**config.mk**
```make
export PLATFORM = sky130hd
export DESIGN_NAME = snn_frame_streamer
export DESIGN_NICKNAME = d
export VERILOG_FILES = /design/src/rtl/snn_frame_streamer.sv
export SDC_FILE = /design/constraint.sdc
export NUM_CORES = 1
export LEC_CHECK = 0
export CAP_MARGIN = 20
export CORE_MARGIN = 10
export CORE_UTILIZATION = 50
export CTS_CLUSTER_DIAMETER = 30
export DETAILED_ROUTE_END_ITERATION = 6
export PLACE_DENSITY = 0.77
export SYNTH_ARGS = -nofsm -noshare
export SYNTH_HDL_FRONTEND = slang
export SYNTH_SLANG_ARGS = --single-unit
```
**constraint.sdc**
```tcl
create_clock -name clk -period 5.3 [get_ports clk]
set_input_delay 1.06 -clock clk [delete_from_list [all_inputs] [get_ports clk]]
set_output_delay 1.06 -clock clk [all_outputs]
set_load 0.005 [all_outputs]
```
**src/rtl/snn_frame_streamer.sv**
```systemverilog
// snn_frame_streamer: neuron-state readout engine.
// Streams a T x N state frame (dense or sparse index list) over AXI-stream.
module snn_frame_streamer #(
  parameter int T  = 4,
  parameter int N  = 16,
  parameter int W  = 16,
  parameter int AW = $clog2(T*N)
) (
  input  logic          clk,
  input  logic          reset,
  input  logic          start,
  input  logic          sparse,
  input  logic [W-1:0]  threshold,
  output logic          busy,
  output logic          done,
  output logic          rd_en,
  output logic [AW-1:0] rd_addr,
  input  logic [W-1:0]  rd_data,
  output logic          m_tvalid,
  input  logic          m_tready,
  output logic [W-1:0]  m_tdata,
  output logic          m_tlast
);

  localparam int DEPTH = T * N;
  localparam logic [AW:0] LAST_CNT = (AW+1)'(DEPTH - 1);
  localparam logic [AW-1:0] LAST_ADDR = AW'(DEPTH - 1);

  // tdata must hold every flat index plus a distinct all-ones terminator
  if (W < AW + 1) begin : g_width_check
    $error("snn_frame_streamer: W too small for sparse indices");
  end

  typedef enum logic [1:0] {
    IDLE,
    SCAN,
    TERM,
    DRAIN
  } state_t;

  state_t state, state_n;

  logic [AW:0]   cnt, cnt_n;
  logic          sparse_q;
  logic [W-1:0]  thr_q;
  logic          infl;
  logic [AW-1:0] infl_addr;
  logic          done_q, done_n;
  logic          accept;

  logic [1:0]    occ, occ_n;
  logic [1:0]    room;
  logic [1:0]    credit;
  logic          head_v, head_v_n;
  logic [W-1:0]  d0, d1, d0_n, d1_n;
  logic          l0, l1, l0_n, l1_n;

  logic          pop;
  logic          push;
  logic [W-1:0]  push_data;
  logic          push_last;
  logic          resp_hit;
  logic [W-1:0]  resp_data;
  logic          resp_last;
  logic          term_push;

  assign accept   = (state == IDLE) && start && !done_q;
  assign pop      = head_v && m_tready;
  assign room     = occ - {1'b0, pop};
  assign credit   = room + {1'b0, infl};

  assign resp_hit  = infl && (!sparse_q || (rd_data >= thr_q));
  assign resp_data = sparse_q ? {{(W-AW){1'b0}}, infl_addr}
                              : rd_data;
  assign resp_last = !sparse_q && (infl_addr == LAST_ADDR);
  assign term_push = (state == TERM) && !infl && (room < 2'd2);

  assign push      = resp_hit || term_push;
  assign push_data = term_push ? '1 : resp_data;
  assign push_last = term_push || resp_last;

  assign rd_addr  = cnt[AW-1:0];
  assign busy     = (state != IDLE) || done_q;
  assign done     = done_q;
  assign m_tvalid = head_v;
  assign m_tdata  = d0;
  assign m_tlast  = l0;

  // Sequencer: read issue, terminator and end-of-frame handling
  always_comb begin
    state_n = state;
    cnt_n   = cnt;
    rd_en   = 1'b0;
    done_n  = 1'b0;
    unique case (state)
      IDLE: begin
        if (accept) begin
          state_n = SCAN;
          cnt_n   = '0;
        end
      end
      SCAN: begin
        if (credit < 2'd2) begin
          rd_en = 1'b1;
          cnt_n = cnt + 1'b1;
          if (cnt == LAST_CNT)
            state_n = sparse_q ? TERM : DRAIN;
        end
      end
      TERM: begin
        if (term_push)
          state_n = DRAIN;
      end
      DRAIN: begin
        if (pop && l0) begin
          state_n = IDLE;
          done_n  = 1'b1;
        end
      end
      default: state_n = IDLE;
    endcase
  end

  // Skid FIFO next state: slot 0 is the registered stream head
  always_comb begin
    occ_n = occ;
    d0_n  = d0;
    d1_n  = d1;
    l0_n  = l0;
    l1_n  = l1;
    case ({push, pop})
      2'b10: begin
        occ_n = occ + 2'd1;
        if (occ == 2'd0) begin
          d0_n = push_data;
          l0_n = push_last;
        end else begin
          d1_n = push_data;
          l1_n = push_last;
        end
      end
      2'b01: begin
        occ_n = occ - 2'd1;
        d0_n  = d1;
        l0_n  = l1;
      end
      2'b11: begin
        if (occ == 2'd1) begin
          d0_n = push_data;
          l0_n = push_last;
        end else begin
          d0_n = d1;
          l0_n = l1;
          d1_n = push_data;
          l1_n = push_last;
        end
      end
      default: ;
    endcase
    head_v_n = (occ_n != 2'd0);
  end

  // Control state registers
  always_ff @(posedge clk) begin
    if (reset) begin
      state     <= IDLE;
      cnt       <= '0;
      done_q    <= 1'b0;
      infl      <= 1'b0;
      infl_addr <= '0;
    end else begin
      state     <= state_n;
      cnt       <= cnt_n;
      done_q    <= done_n;
      infl      <= rd_en;
      infl_addr <= cnt[AW-1:0];
    end
  end

  // Frame configuration captured at an accepted start
  always_ff @(posedge clk) begin
    if (reset) begin
      sparse_q <= 1'b0;
      thr_q    <= '0;
    end else if (accept) begin
      sparse_q <= sparse;
      thr_q    <= threshold;
    end
  end

  // Skid FIFO registers
  always_ff @(posedge clk) begin
    if (reset) begin
      occ    <= '0;
      head_v <= 1'b0;
      d0     <= '0;
      d1     <= '0;
      l0     <= 1'b0;
      l1     <= 1'b0;
    end else begin
      occ    <= occ_n;
      head_v <= head_v_n;
      d0     <= d0_n;
      d1     <= d1_n;
      l0     <= l0_n;
      l1     <= l1_n;
    end
  end

endmodule

```
==> impl_metrics.yaml <==
floorplan:
  design.die.area_um2: 10900
  core_um2: 6870
  rows: 30
  io_pins: 64
  start_util_pct: 52.0
  die_h_um: 105
  dieWidth_um: 105
timing:
  relSlewSlack_pct: 51.2
  grt_setup_unrepaired: "false"
  tightest_slew_ps: 730
  hold_slack_ps: 455
  min_period_ps: 4590
  clock_skew_ps: 9.35
  finalSetupViolations: 0
  hold_viol: 0
  slew_violations: 0
  clock.fmax_mhz: 218
  timing.final.crit_share_pct: 86.5
  tns_ps: 0
critical_path:
  slowest_delay_ps: 620
  end_kind: "register"
  cp_cell_sequence: "clkdlybuf4s50_1 -> nand2_1 -> inv_1 -> ha_1 -> xor2_2 -> nor3b_4 -> nor3_1 -> a31oi_1 -> ha_1 -> o21ai_0 -> a21oi_2 -> buf_4 -> nor2_1 -> a211oi_1"
  crit_arrival_ps: 4850
  crit_top_cell: "ha_1"
  cp_max_fo: 20
  slowest_stage: "nor3b_4"
  crit_path_start_kind: "primary input"
  critPathRequiredTime_ps: 5560
  crit_type: "in2reg"
  reg2reg_slack_ps: 1530
route:
  num_vias: 3102
  first_pass_iters: 5
  met1Wirelength_um: 3800
  wl_met3_um: 419
  drt_wl_total_um: 8500
  drc: 0
  drtIter0Drc: 96
  drt-vias-per-instance: 5.39
  top_layer: "met4"
  wl_per_cell_um: 14.8
  ant_nets: 0
  dr_wl_met2_um: 4070
synthesis:
  syn_nets: 488
  yosysSeqAreaShare_pct: 39.8
  syn-instance-count: 422
  async_flop_share_pct: 0
  syn-cell-area_um2: 3570
  ys_types: 42
  avgSynthCellArea_um2: 8.46
  synth_seq_cells: 71
  synth_ff_type: "dfxtp_1"
  yosys_warnings: 0
  synth-edff-count: 0
power:
  clkPwrFrac_pct: 21.3
  leakage_nw: 1.74
  power.density_nw_per_um2: 468
  design_power_total_mw: 2.08
  p_int_mw: 1.31
  p_comb_share_pct: 42.4
  p_sw_uw: 775
  vdd_drop_max_mv: 0.269
  swShare_pct: 37.2
  seq_power_share_pct: 36.2
finish:
  syn2layout_area_growth_pct: 24.6
  drive_gt1_share_pct: 6.25
  antenna_cells: 0
  fin_util_pct: 64.8
  design_area_um2: 4450
  fillers: 583
  num-nets-final: 541
run:
  cap_violations: 0
grt:
  grt_pass1_vias: 3053
  grt_first_pass_wirelength_um: 14200
  track_usage_pct: 15.4
  antenna_found_initial: 0
  overflow: 0
  grt_max_degree: 72
cts:
  post_cts_buffers: 0
  cts-root-buf: "clkbuf_8"
  clkTransAtPathRegs_ps: 70
  cts_max_path_buffers: 2
  cts_hold_buf: 0
  insertion_delay_ps: 350
  cts_sinks: 71
  ctsResizeCount: 0
  cts_buffers: 9
  cts_max_level: 3
  tritoncts: "built"
placement:
  globalplace.congestion: 0.833
  port_buffers: 63
  hpwl_um: 6250
  placed_cell_area_um2: 4230
hold_path:
  hold_path_class: "reg2reg"
outcome:
  outcome: "finished, final reports clean"
==> cells in the final DEF (no fill, tap or decap), types with 2 or more instances in the layout <==
| master | netlist | layout |
|---|---|---|
| buf_4 | 7 | 6 |
| a21oi_1 | 40 | 38 |
| mux2i_1 | 9 | 9 |
| a211oi_1 | 25 | 25 |
| a21o_1 | 3 | 3 |
| clkinv_2 | 0 | 2 |
| and3_1 | 4 | 4 |
| nand3_1 | 5 | 5 |
| dfxtp_1 | 71 | 71 |
| a31oi_1 | 2 | 2 |
| xor2_1 | 5 | 5 |
| o211ai_1 | 2 | 2 |
| nor2b_1 | 10 | 10 |
| inv_1 | 27 | 27 |
| nor2_1 | 49 | 49 |
| clkbuf_8 | 0 | 11 |
| nor3_1 | 9 | 9 |
| a221oi_1 | 6 | 6 |
| nand2b_1 | 5 | 5 |
| nand2_1 | 46 | 46 |
| a211o_1 | 7 | 7 |
| clkdlybuf4s50_1 | 0 | 62 |
| nand3b_1 | 2 | 2 |
| o21ai_0 | 9 | 9 |
| a2bb2oi_1 | 11 | 11 |
| ha_1 | 29 | 29 |
| nand4_1 | 4 | 4 |
| a21oi_2 | 0 | 2 |
==> worst max-delay path: cells and delay by family <==
kind	cells	cell delay, ps
AOI/OAI and AO/OA	4	1110
xor gates and xnor gates	1	220
adders and majority gates	2	530
buffers and inverters	3	890
and+or+nand+nor	4	1020
==> registers in the layout, summed over array words and instances, names as in the netlist <==
name and cells:
occ 2, m_tlast 1, infl 1, cnt 7, infl_addr 6, m_tdata 16
thr_q 16, m_tvalid 1, l1 1, done 1, sparse_q 1, state 2
d1 16
==> cell type report <==
cell class	count	area (µm²)	area share [%]
Multi-Input combinational cell	297	1930	43.3
Sequential cell	71	1420	31.9
Timing Repair Buffer	69	671	15.1
Clock buffer	11	151	3.40
Tap cell	96	120	2.70
Inverter	27	101	2.28
Clock inverter	5	56.3	1.27
==> Yosys cell counts, drive strengths merged (2+ instances only) <==
master   instances  share of area, %
nor2            49               5.1
nand3b           2              0.42
nor3             9               1.3
a2bb2oi         11               2.7
dfxtp           71                40
nand2b           5              0.88
buf              9               1.7
inv             27               2.8
nor2b           10               1.8
a211o            7               1.7
o21ai            9               1.3
a211oi          25               5.3
ha              29                10
a31oi            2              0.35
a21o             3              0.63
xor2             6               1.7
a21oi           40               5.6
o211ai           2              0.42
nand2           46               4.8
nor3b            2              0.74
and3             4              0.70
mux2i            9               2.5
nand3            5              0.70
clkbuf          18               1.9
nand4            4              0.70
a221oi           7               1.9
==> per-layer routing <==
layer,vias up,track usage (%)
li1,1578,-
met1,1429,17.8
met2,77,26.0
met3,18,4.28
met4,0,6.96
met5,-,0
==> cells by family (layout without fill, tap and decap cells) <==
logic type / after synthesis / after routing / synth area share (%)
and+or+nand+nor: 142 / 142 / 18.4
DFF: 71 / 71 / 39.8
muxes: 9 / 9 / 2.52
buffers and inverters: 54 / 112 / 6.44
xor gates and xnor gates: 7 / 7 / 1.93
adders and majority gates: 29 / 29 / 10.2
AOI/OAI and AO/OA: 110 / 110 / 20.8
==> power by group through the flow <==
stage	sequential, mW	clock [mW]	combinational, mW
3_3_place_gp	0.758	0	0.852
6_report	0.754	0.445	0.884
4_1_cts	0.754	0.451	0.883
2_1_floorplan	0.746	0	0.625
3_5_place_dp	0.765	0	0.876
5_1_grt	0.774	0.469	0.998
==> through the flow <==
stage / instances / setup WS (ps)
2_1_floorplan: 422 / 1490
5_1_grt: 576 / 301
4_1_cts: 574 / 651
3_3_place_gp: 558 / 419
3_5_place_dp: 558 / 298
6_report: 576 / 714
==> final timing paths <==
kind,from,endpoint,cells after the start
max,m_tready,d1[15],14
min,thr_q[14],thr_q[14],2
max reg2reg,m_tvalid,d1[15],13
min reg2reg,thr_q[14],thr_q[14],2
Note: power is estimated with default switching activity, not from simulation.
